File: src/rtl/trng_pkg.sv
// Shared types and helpers for the TRNG sampler: von Neumann pair state,
// default word width and the bit-counter width function.
package trng_pkg;

  typedef enum logic {
    VN_FIRST  = 1'b0,
    VN_SECOND = 1'b1
  } vn_state_e;

  localparam int DEFAULT_WIDTH = 8;

  function automatic int cnt_width(input int width);
    return $clog2(width + 1);
  endfunction

endpackage

File: src/rtl/trng_sync.sv
// STAGES-deep synchroniser for an asynchronous input. EDGE_EN=1 turns the
// output into a one-cycle pulse on each synchronised rising edge.
module trng_sync #(
  parameter int STAGES  = 2,
  parameter bit EDGE_EN = 1'b0
) (
  input  logic clk,
  input  logic rst,
  input  logic d_i,
  output logic q_o
);

  logic [STAGES-1:0] chain_q;
  logic              level_s;

  always_ff @(posedge clk) begin
    if (rst) begin
      chain_q <= '0;
    end else begin
      chain_q <= {chain_q[STAGES-2:0], d_i};
    end
  end

  assign level_s = chain_q[STAGES-1];

  if (EDGE_EN) begin : g_edge
    logic prev_q;

    always_ff @(posedge clk) begin
      if (rst) begin
        prev_q <= 1'b0;
      end else begin
        prev_q <= level_s;
      end
    end

    assign q_o = level_s & ~prev_q;
  end else begin : g_level
    assign q_o = level_s;
  end

endmodule

File: src/rtl/trng_sampler.sv
// Samples a jittery oscillator on each divided-clock strobe, von Neumann
// debiases the raw bits and packs them into WIDTH-bit words over valid/ready.
// Define TRNG_REPCNT_EN to add the repetition-count health test.
module trng_sampler
  import trng_pkg::*;
#(
  parameter int WIDTH       = DEFAULT_WIDTH,
  parameter int SYNC_STAGES = 2,
  parameter int REP_LIMIT   = 16
) (
  input  logic             clk,
  input  logic             rst,
  input  logic             en,
  input  logic             sample_clk_in,
  input  logic             raw_bit_in,
  output logic [WIDTH-1:0] data_out,
  output logic             valid_out,
  input  logic             ready_in,
  output logic             overflow_out,
  output logic             health_fail_out
);

  localparam int             CW   = cnt_width(WIDTH);
  localparam logic [CW-1:0]  FULL = CW'(WIDTH);
  localparam logic [CW-1:0]  ONE  = CW'(1);

  logic strobe_s, s_bit_s, sample_s;
  logic accept_s, acc_bit_s, hf_s;
  logic complete_s, transfer_s;

  vn_state_e        state_q, state_d;
  logic             b0_q;
  logic [WIDTH-1:0] shreg_q, shreg_d, data_q, data_d;
  logic [CW-1:0]    count_q, count_d;
  logic             valid_q, valid_d, ovf_q, ovf_d;

  trng_sync #(.STAGES(SYNC_STAGES), .EDGE_EN(1'b1)) u_sync_clk (
    .clk(clk), .rst(rst), .d_i(sample_clk_in), .q_o(strobe_s)
  );

  trng_sync #(.STAGES(SYNC_STAGES), .EDGE_EN(1'b0)) u_sync_bit (
    .clk(clk), .rst(rst), .d_i(raw_bit_in), .q_o(s_bit_s)
  );

  assign sample_s = strobe_s & en;

  always_ff @(posedge clk) begin
    if (rst) begin
      state_q <= VN_FIRST;
      b0_q    <= 1'b0;
    end else begin
      state_q <= state_d;
      b0_q    <= (sample_s && state_q == VN_FIRST) ? s_bit_s : b0_q;
    end
  end

  always_comb begin
    state_d = state_q;
    if (!en) begin
      state_d = VN_FIRST;
    end else if (sample_s) begin
      case (state_q)
        VN_FIRST:  state_d = VN_SECOND;
        VN_SECOND: state_d = VN_FIRST;
        default:   state_d = VN_FIRST;
      endcase
    end else begin
      state_d = state_q;
    end
  end

  // Unequal pair accepts the first bit of the pair (01 -> 0, 10 -> 1).
  always_comb begin
    accept_s  = 1'b0;
    acc_bit_s = b0_q;
    case (state_q)
      VN_SECOND: accept_s = sample_s & (b0_q ^ s_bit_s);
      default:   accept_s = 1'b0;
    endcase
  end

  assign complete_s = (count_q == FULL);
  assign transfer_s = complete_s & (~valid_q | ready_in) & ~hf_s;

  always_comb begin
    shreg_d = shreg_q;
    count_d = count_q;
    data_d  = data_q;
    valid_d = valid_q;
    ovf_d   = ovf_q;
    if (transfer_s) begin
      data_d  = shreg_q;
      valid_d = 1'b1;
      count_d = '0;
    end else if (valid_q && ready_in) begin
      valid_d = 1'b0;
    end else begin
      valid_d = valid_q;
    end
    // A bit arriving alongside a transfer starts the next word at count 1.
    if (accept_s) begin
      if (complete_s && !transfer_s) begin
        ovf_d = 1'b1;
      end else begin
        shreg_d = {shreg_q[WIDTH-2:0], acc_bit_s};
        count_d = transfer_s ? ONE : (count_q + ONE);
      end
    end else begin
      ovf_d = ovf_q;
    end
  end

  always_ff @(posedge clk) begin
    if (rst) begin
      shreg_q <= '0;
      count_q <= '0;
      data_q  <= '0;
      valid_q <= 1'b0;
      ovf_q   <= 1'b0;
    end else begin
      shreg_q <= shreg_d;
      count_q <= count_d;
      data_q  <= data_d;
      valid_q <= valid_d;
      ovf_q   <= ovf_d;
    end
  end

`ifdef TRNG_REPCNT_EN
  localparam int            RW    = $clog2(REP_LIMIT + 1);
  localparam logic [RW-1:0] R_LIM = RW'(REP_LIMIT);
  localparam logic [RW-1:0] R_ONE = RW'(1);

  logic [RW-1:0] rep_q, rep_d;
  logic          last_q, hf_q, hf_d;

  // Run length of identical raw samples, saturating at the limit.
  always_comb begin
    rep_d = rep_q;
    hf_d  = hf_q;
    if (sample_s) begin
      if (rep_q == '0 || s_bit_s != last_q) begin
        rep_d = R_ONE;
      end else if (rep_q != R_LIM) begin
        rep_d = rep_q + R_ONE;
      end else begin
        rep_d = rep_q;
      end
      hf_d = hf_q | (rep_d == R_LIM);
    end else begin
      rep_d = rep_q;
    end
  end

  always_ff @(posedge clk) begin
    if (rst) begin
      rep_q  <= '0;
      last_q <= 1'b0;
      hf_q   <= 1'b0;
    end else begin
      rep_q  <= rep_d;
      last_q <= sample_s ? s_bit_s : last_q;
      hf_q   <= hf_d;
    end
  end

  assign hf_s = hf_q;
`else
  assign hf_s = 1'b0;
`endif

  assign data_out        = data_q;
  assign valid_out       = valid_q;
  assign overflow_out    = ovf_q;
  assign health_fail_out = hf_s;

endmodule
File: config.mk
export PLATFORM = sky130hd
export DESIGN_NAME = trng_sampler
export DESIGN_NICKNAME = d
export VERILOG_FILES = /design/src/rtl/trng_pkg.sv /design/src/rtl/trng_sync.sv /design/src/rtl/trng_sampler.sv
export SDC_FILE = /design/constraint.sdc
export NUM_CORES = 1
export LEC_CHECK = 0
export ABC_AREA = 1
export CELL_PAD_IN_SITES_DETAIL_PLACEMENT = 1
export CELL_PAD_IN_SITES_GLOBAL_PLACEMENT = 1
export CORE_UTILIZATION = 41
export CTS_CLUSTER_DIAMETER = 200
export DETAILED_ROUTE_END_ITERATION = 8
export PLACE_DENSITY = 0.89
export SLEW_MARGIN = 25
export SYNTH_ARGS = -nofsm -noshare
export SYNTH_HDL_FRONTEND = slang
export SYNTH_HIERARCHICAL = 1
export SYNTH_SLANG_ARGS = --single-unit
export TNS_END_PERCENT = 5
File: constraint.sdc
create_clock -name clk -period 2.3 [get_ports clk]
set_input_delay 0.46 -clock clk [delete_from_list [all_inputs] [get_ports clk]]
set_output_delay 0.46 -clock clk [all_outputs]
set_load 0.02 [all_outputs]
==> results of run 1 <==
[placed cells by master, fill, tap and decap left out]
cell | netlist | layout
nor2_1 | 41 | 41
nand2_1 | 30 | 30
dfxtp_1 | 29 | 29
clkdlybuf4s50_1 | 0 | 15
inv_1 | 13 | 13
o21ai_0 | 9 | 9
nand3_1 | 6 | 6
nand3b_1 | 6 | 6
a21oi_1 | 5 | 5
clkbuf_4 | 0 | 5
nand2_2 | 4 | 4
inv_2 | 4 | 4
nor2_2 | 3 | 3
nor2_4 | 2 | 2
a21oi_2 | 2 | 2
ha_1 | 2 | 2
clkinv_2 | 0 | 2
nand3_2 | 1 | 1
clkinv_1 | 1 | 1
nand2_4 | 1 | 1
nand4_1 | 1 | 1
nor2_8 | 1 | 1
conb_1 | 1 | 1
clkbuf_1 | 1 | 1
buf_4 | 1 | 1
[sequential cells by signal, indices dropped and copies added, names as in the netlist]
name	flops
acc_bit_s	1
data_out	8
u_sync_clk/chain_q	2
valid_out	1
u_sync_bit/chain_q	2
shreg_q	8
u_sync_clk/g_edge.prev_q	1
overflow_out	1
state_q	1
count_q	4
[cell type report]
class,instances,area (um2),share of cell area [%]
Clock inverter,2,10.01,0.6820
Multi-Input combinational cell,115,571.8,38.96
Clock buffer,6,41.29,2.813
Timing Repair Buffer,16,157.7,10.74
Tap cell,31,38.79,2.643
Sequential cell,29,580.6,39.56
Inverter,18,67.56,4.604
[logic make-up after synthesis]
kind of cell	Yosys count	synth area share, %
AND/OR/NAND/NOR	96	36.36
other	1	0.2994
buffers and inverters	23	7.991
adder cells (fa/ha/maj)	2	1.998
flip-flops	29	46.35
AO/OA/AOI/OAI	16	6.993
[routing by layer]
metal / global-route usage [%] / wire (um) / vias up
met1: 19.48 / 1068 / 532
met5: 0 / 0 / -
met2: 38.32 / 1552 / 20
met3: 6.803 / 116 / 6
met4: 7.317 / 44 / 0
li1: - / - / 547
[where the power goes]
group,internal [mW],switching (mW),leakage (nW),total [mW]
registers,0.506,0.00201,0.234,0.508
logic,0.0152,0.0217,0.341,0.0369
clock network,0.116,0.176,0.0320,0.292
[synthesized netlist by cell type]
cell / instances / area share [%]
buf_6: 1 / 0.90
nand4_1: 1 / 0.50
inv_1: 13 / 3.9
a21oi_2: 2 / 1.4
nand3_1: 6 / 2.4
nor2_4: 2 / 1.8
conb_1: 1 / 0.30
nand2_4: 1 / 0.90
buf_2: 1 / 0.40
inv_2: 4 / 1.2
buf_4: 1 / 0.60
clkbuf_1: 1 / 0.30
ha_1: 2 / 2.0
nand2_1: 30 / 9.0
nand3b_1: 6 / 3.6
nand3_2: 1 / 0.80
nand2_2: 4 / 2.0
clkbuf_2: 1 / 0.40
a21oi_1: 5 / 2.0
nor2_2: 3 / 1.5
nor2_1: 41 / 12
o21ai_0: 9 / 3.6
nor2_8: 1 / 1.6
clkinv_1: 1 / 0.30
dfxtp_1: 29 / 46
[metrics by stage]
stage	hold WS [ns]	worst slack (ns)	area (um2)	utilization (%)
floorplan	0.3883	1.072	1252	-
finish	0.4046	0.5484	1468	51.88
CTS	0.4093	0.5274	1468	51.88
global route	0.4328	0.5074	1468	51.88
global placement	0.3973	0.4739	1416	50.07
detailed placement	0.4021	0.3205	1416	50.07
[worst min-delay path by stage]
stage | endpoint | from | cells after the start
finish | u_sync_bit/chain_q[1] | u_sync_bit/chain_q[0] | 2
global route | u_sync_clk/chain_q[1] | u_sync_clk/chain_q[0] | 2
CTS | u_sync_bit/chain_q[1] | u_sync_bit/chain_q[0] | 2
detailed placement | u_sync_clk/chain_q[1] | u_sync_clk/chain_q[0] | 2
global placement | u_sync_clk/chain_q[1] | u_sync_clk/chain_q[0] | 2
floorplan | u_sync_bit/chain_q[1] | u_sync_bit/chain_q[0] | 2
==> impl_metrics.json, run 1 <==
{
  "status": "finished with violations",
  "violations": "DRC",
  "arrival_ns": 1.29,
  "start_kind": "flop",
  "vdd_ir_drop_max_uv": 291.8,
  "cts_sinks": 29,
  "core-area_mm2": 0.002829,
  "n_fill_cell": 364,
  "fin_tns_setup_ns": 0,
  "avgSynthCellArea_um2": 7.500,
  "wire_per_inst_um": 12.82,
  "hp-class": "reg2reg",
  "report.final.slew_viol_count": 0,
  "leakagePower_nw": 0.6072,
  "finalWirelength_um": 2782,
  "vias_per_cell": 5.092,
  "fin_cells": 217,
  "initial_utilization_pct": 44.27,
  "cts_root_buf": "clkbuf_4",
  "insertion_delay_ns": 0.33,
  "finClkSkew_ns": 0.01001,
  "die_x_um": 57.27,
  "drc_errors": 2,
  "syn_area_mm2": 0.001252,
  "powerDensity_mw_per_mm2": 570.3,
  "area_delta_synth_final_pct": 17.18,
  "max_freq_mhz": 570.9,
  "relSlewSlack_pct": 62.49,
  "cts_max_path_buffers": 2,
  "grt_pass1_vias": 1136,
  "power_mw": 0.8370,
  "drtIter0Drc": 24,
  "grt_overflow": 0,
  "grt_max_degree": 21,
  "dp.cells": 209,
  "r2r_end": "count_q[0]",
  "num_rows": 19,
  "postCtsSetupRepairBufs": 0,
  "cts-hold-fix-buffers": 0,
  "vias": 1105,
  "cts_tree": "built",
  "seq_area_frac_synth_pct": 46.35,
  "io_buffers": 15,
  "startpoint": "valid_out",
  "worst-path-stages": 1,
  "required_ns": 1.84,
  "rrSetupSlack_ns": 0.73,
  "fin_nets": 193,
  "clk_pin_slew_ns": 0.09,
  "dr.pass1.iters": 6,
  "antenna_found_initial": 0,
  "htreeDepth": 2,
  "grt_usage_pct": 19.91,
  "path_cells": "clkdlybuf4s50_1",
  "ant_nets": 0,
  "syn-num-nets": 175,
  "rsz0062_at_grt": "no",
  "reg2reg_depth": 8,
  "die-area_mm2": 0.003280,
  "endpoint_kind": "primary output",
  "max-cap-violations": 0,
  "critPathCapture": "valid_out",
  "setup_viol": 0,
  "crit_fanout": 2,
  "critPathTopFamily": "buffers and inverters",
  "cts_resized": 0,
  "tightest_slew_ns": 0.5620,
  "fin_crit_sh_pct": 76.16,
  "finalHoldViolations": 0,
  "max_stage_delay_ns": 0.61,
  "numCtsBuffers": 5,
  "die_h_um": 57.27,
  "yosysUniqueCellTypes": 25,
  "r2r-start": "u_sync_clk/chain_q[1]",
  "dp_hpwl_um": 2081,
  "gp_congestion": 0.8169,
  "pin_count": 17,
  "fin_crit_ns": 1.752,
  "netlist_instances": 167,
  "diodes": 0,
  "cpMaxStageDelayCell": "clkdlybuf4s50_1",
  "ys.warnings.count": 6,
  "grt_first_pass_wirelength_um": 4823,
  "synth-seq-cells": 29,
  "layout-drive-gt1-share_pct": 13.98,
  "critPathKind": "reg2out",
  "cp_num_buf_inv": 1
}
Power figures use the tool's default switching activity.
==> inputs of run 2 (changes only) <==
Settings changed: CORE_UTILIZATION 41 to 35, PLACE_DENSITY 0.89 to 0.82.
Clock period 2.3 ns to 1.5 ns, I/O delays scaled along.
==> impl_metrics.json, run 2 (synthesis gave the netlist of run 1 again) <==
{
  "cts_sinks": 29,
  "fin_area_mm2": 0.001525,
  "postCtsSetupRepairBufs": 0,
  "hp-class": "reg2reg",
  "initial_utilization_pct": 36.95,
  "die_x_um": 61.82,
  "power_mw": 1.281,
  "finClkSkew_ns": 0.003882,
  "report.final.slew_viol_count": 0,
  "grt_usage_pct": 16.90,
  "num_rows": 21,
  "final_common_cell": "nor2_1",
  "vias": 1079,
  "grt_first_pass_wirelength_um": 4360,
  "critPathKind": "reg2reg",
  "max-cap-violations": 0,
  "arrival_ns": 1.62,
  "area_delta_synth_final_pct": 21.78,
  "endpoint_kind": "flop",
  "fin_tns_setup_ns": 0,
  "place_area_mm2": 0.001485,
  "setup_viol": 0,
  "ant_nets": 0,
  "start_kind": "flop",
  "dr.pass1.iters": 4,
  "drtIter0Drc": 20,
  "finalWirelength_um": 2681,
  "gp_congestion": 0.7472,
  "cts_resized": 11,
  "dp_hpwl_um": 2088,
  "fin_nets": 198,
  "htreeDepth": 2,
  "diodes": 0,
  "clk_pin_slew_ns": 0.09,
  "leakagePower_nw": 0.6800,
  "cts-hold-fix-buffers": 0,
  "vias_per_cell": 4.553,
  "fin_util_pct": 45.00,
  "core-area_mm2": 0.003390,
  "fin_crit_sh_pct": 90.24,
  "cts_max_path_buffers": 2,
  "powerDensity_mw_per_mm2": 840.0,
  "setup_ws_ns": 0.1465,
  "io_buffers": 15,
  "antenna_found_initial": 0,
  "crit_fanout": 6,
  "layout_common_cells": "nor2_1 (41), nand2_1 (29), dfxtp_1 (28), inv_1 (13), dlygate4sd2_1 (10)",
  "drc_errors": 0,
  "dp_slack_ns": -0.09389,
  "vdd_ir_drop_max_uv": 610.5,
  "numCtsBuffers": 5,
  "die_h_um": 61.82,
  "fin_crit_ns": 1.354,
  "grt_overflow": 0,
  "fin_cells": 237,
  "cts_root_buf": "clkbuf_4",
  "fin_hold_ws_ns": 0.4064,
  "pin_count": 17,
  "die-area_mm2": 0.003822,
  "n_fill_cell": 431,
  "wire_per_inst_um": 11.31,
  "finalHoldViolations": 0,
  "cts_tree": "built",
  "dp.cells": 229,
  "grt_pass1_vias": 1058,
  "status": "completed",
  "required_ns": 1.77,
  "max_freq_mhz": 738.8,
  "rsz0062_at_grt": "no",
  "grt_max_degree": 21,
  "insertion_delay_ns": 0.33,
  "layout-drive-gt1-share_pct": 16.23
}
run 2: path summary, 6_finish.rpt:
path / startpoint / to / slack (ns) / cells past startpoint
max: count_q[1] / shreg_q[3] / 0.15 / 9
min: u_sync_bit/chain_q[0] / u_sync_bit/chain_q[1] / 0.41 / 2
max reg2reg: count_q[1] / shreg_q[3] / 0.15 / 9
min reg2reg: u_sync_bit/chain_q[0] / u_sync_bit/chain_q[1] / 0.41 / 2
run 2: layout make-up:
| cell class | count | area (um2) | share of cell area (%) |
|---|---|---|---|
| Clock buffer | 8 | 48.80 | 3.199 |
| Inverter | 18 | 67.56 | 4.430 |
| Multi-Input combinational cell | 115 | 574.3 | 37.65 |
| Sequential cell | 29 | 581.8 | 38.15 |
| Tap cell | 46 | 57.56 | 3.774 |
| Timing Repair Buffer | 21 | 195.2 | 12.80 |
run 2: critical path, cell delays in order (launching register included):
cell      delay, ns
dfxtp_1        0.35
inv_1          0.07
ha_1           0.15
nand2_1        0.07
nor2_2         0.14
nand2_2        0.13
buf_4          0.18
nand3b_1       0.08
nand2_1        0.06
nor2_1         0.08
run 2: routing by layer:
layer / global-route usage, % / vias up / part of all wire (%) / wire length (um)
li1: - / 562 / - / -
met1: 16.22 / 495 / 40 / 1074
met2: 31.03 / 18 / 54 / 1457
met3: 6.832 / 4 / 3.5 / 95
met4: 8.571 / 0 / 2.0 / 53
met5: 0 / - / 0 / 0
run 2: report_power, final:
part / switching (mW) / total (mW) / internal, mW
Clock: 0.255 / 0.441 / 0.186
Sequential: 0.00309 / 0.779 / 0.775
Combinational: 0.0328 / 0.0614 / 0.0286
==> inputs of run 3 (changes only) <==
Settings changed: ABC_AREA 1 to default, CORE_UTILIZATION 35 to 36, GPL_TIMING_DRIVEN from default to 1, PLACE_DENSITY 0.82 to 0.81.
==> impl_metrics.json, run 3 <==
{
  "pin_count": 17,
  "gp_congestion": 0.8462,
  "diodes": 0,
  "numCtsBuffers": 5,
  "synth_ff_type": "dfxtp_1",
  "grt_first_pass_wirelength_um": 5333,
  "layout-drive-gt1-share_pct": 21.66,
  "dp.cells": 193,
  "synth_edf_count": 0,
  "ys.warnings.count": 6,
  "max_freq_mhz": 669.7,
  "grt_usage_pct": 21.27,
  "grt_max_degree": 20,
  "wire_per_inst_um": 15.93,
  "finalHoldViolations": 0,
  "yosysMostFrequentCell": "dfxtp_1",
  "die-area_mm2": 0.003485,
  "fin_hold_ws_ns": 0.4424,
  "cts_root_buf": "clkbuf_4",
  "dp_hpwl_um": 2299,
  "required_ns": 1.77,
  "insertion_delay_ns": 0.34,
  "synth-seq-cells": 29,
  "r2r-start": "count_q[0]",
  "status": "completed",
  "setup_viol": 0,
  "clk_pin_slew_ns": 0.10,
  "vdd_ir_drop_max_uv": 685.3,
  "hp-class": "reg2reg",
  "yosysUniqueCellTypes": 33,
  "cts_max_path_buffers": 2,
  "antenna_found_initial": 0,
  "die_h_um": 59.04,
  "crit_fanout": 8,
  "leakagePower_nw": 0.6357,
  "report.final.slew_viol_count": 0,
  "fin_cells": 201,
  "cts_tree": "built",
  "area_delta_synth_final_pct": 37.71,
  "dr.pass1.iters": 4,
  "initial_utilization_pct": 38.05,
  "layout_common_cells": "dfxtp_1 (27), buf_4 (15), a21oi_1 (12), nand3_1 (11)",
  "vias": 1046,
  "startpoint": "count_q[0]",
  "netlist_instances": 124,
  "drtIter0Drc": 41,
  "finClkSkew_ns": 0.007834,
  "ant_nets": 0,
  "reg2reg_depth": 6,
  "cts_sinks": 29,
  "final_common_cell": "dfxtp_1",
  "syn-num-nets": 132,
  "endpoint_kind": "flop",
  "fin_crit_sh_pct": 99.54,
  "arrival_ns": 1.76,
  "synth_area_leaders": "dfxtp_1 (50%), mux2i_1 (7.7%), a21oi_1 (5.1%), nand3_1 (4.7%), o21ai_0 (3.4%)",
  "hold_depth": 1,
  "critPathKind": "reg2reg",
  "die_x_um": 59.04,
  "fin_tns_setup_ns": 0,
  "grt_pass1_vias": 1181,
  "yosysTopAreaCellShare_pct": 49.57,
  "htreeDepth": 2,
  "synth_commonest_cells": "dfxtp_1 (29), a21oi_1 (12), nand3_1 (11)",
  "synth_top_area_cell": "dfxtp_1",
  "avgSynthCellArea_um2": 9.445,
  "hp-start": "u_sync_bit/chain_q[0]",
  "drc_errors": 0,
  "fin_crit_ns": 1.493,
  "fin_nets": 164,
  "start_kind": "flop",
  "io_buffers": 15,
  "seq_area_frac_synth_pct": 49.57,
  "core-area_mm2": 0.003078,
  "rsz0062_at_grt": "yes",
  "synthArstFlopShare_pct": 0,
  "vias_per_cell": 5.204,
  "finalWirelength_um": 3202,
  "num_rows": 20,
  "grt_overflow": 0,
  "syn_area_mm2": 0.001171,
  "powerDensity_mw_per_mm2": 1024,
  "max-cap-violations": 0
}
## run 3: cell types whose count changed after synthesis, moves of 5 or more
cell,delta
nor2_1,-39
nand2_1,-20
inv_1,-9
mux2i_1,+9
a21oi_1,+7
nor2b_1,+6
nand3_1,+5
## run 3: final cells by class
| type | count | area [um2] |
|---|---|---|
| multi-input cells | 84 | 566.8 |
| inverters | 4 | 15.01 |
| fillers | 364 | 1465 |
| clock buffers | 5 | 37.54 |
| repair buffers | 32 | 290.3 |
| flip-flops and latches | 29 | 583.1 |
| well taps | 44 | 55.05 |
| clock inverters | 3 | 65.06 |
## run 3: cells by family (layout without fill, tap and decap cells)
| group | after synthesis | count (layout) | share of synthesized area (%) |
|---|---|---|---|
| and+or+nand+nor | 39 | 39 | 17.63 |
| adders and majority gates | 2 | 2 | 2.136 |
| DFF | 29 | 29 | 49.57 |
| AOI/OAI and AO/OA | 30 | 30 | 16.56 |
| other | 1 | 1 | 0.3202 |
| muxes | 9 | 9 | 7.693 |
| xor gates and xnor gates | 3 | 3 | 2.244 |
| buffers and inverters | 11 | 44 | 3.846 |
## run 3: timing repair
item	in CTS	in global routing
hold buffers	0	0
hold endpoints to repair	0	0
buffers inserted	0	0
setup endpoints to repair	17	8
pin swaps	1	0
resized for setup	12	1
## run 3: path summary, 6_finish.rpt
| check | to | slack (ns) |
|---|---|---|
| hold reg to reg | u_sync_bit/chain_q[1] | 0.44 |
| setup reg to reg | shreg_q[6] | 0.007 |
| hold / removal | u_sync_bit/chain_q[1] | 0.44 |
| setup / recovery | shreg_q[6] | 0.007 |
## run 3: power by group
part / leakage [nW] / switching [mW] / internal (mW)
Sequential: 0.236 / 0.00368 / 0.776
Combinational: 0.345 / 0.0301 / 0.0303
Clock: 0.0552 / 0.296 / 0.516
## run 3: critical path, stage by stage, from the launching register on
cell	delay, ns
dfxtp_2	0.35
inv_2	0.06
ha_4	0.15
and3b_2	0.23
a211oi_4	0.26
buf_12	0.17
mux2i_1	0.20
## run 3: through the flow
| step | setup slack [ns] | power, mW | cell area, um2 | utilization [%] |
|---|---|---|---|---|
| after floorplan | -0.005462 | 0.8214 | 1187 | - |
| after global placement | -0.1250 | 0.8532 | 1515 | 49.23 |
| after detailed placement | -0.2640 | 0.8560 | 1515 | 49.23 |
| after CTS | -0.02091 | 1.670 | 1608 | 52.24 |
| after global routing | -0.05638 | 1.704 | 1613 | 52.40 |
| final | 0.006885 | 1.652 | 1613 | 52.40 |
## run 3: routing by layer
| layer | global-route usage, % | share of wire, % | up-vias |
|---|---|---|---|
| met5 | 0 | 0 | - |
| met4 | 9.864 | 2.8 | 0 |
| met3 | 6.550 | 3.0 | 10 |
| met2 | 38.15 | 53 | 15 |
| met1 | 22.68 | 41 | 520 |
| li1 | - | - | 501 |
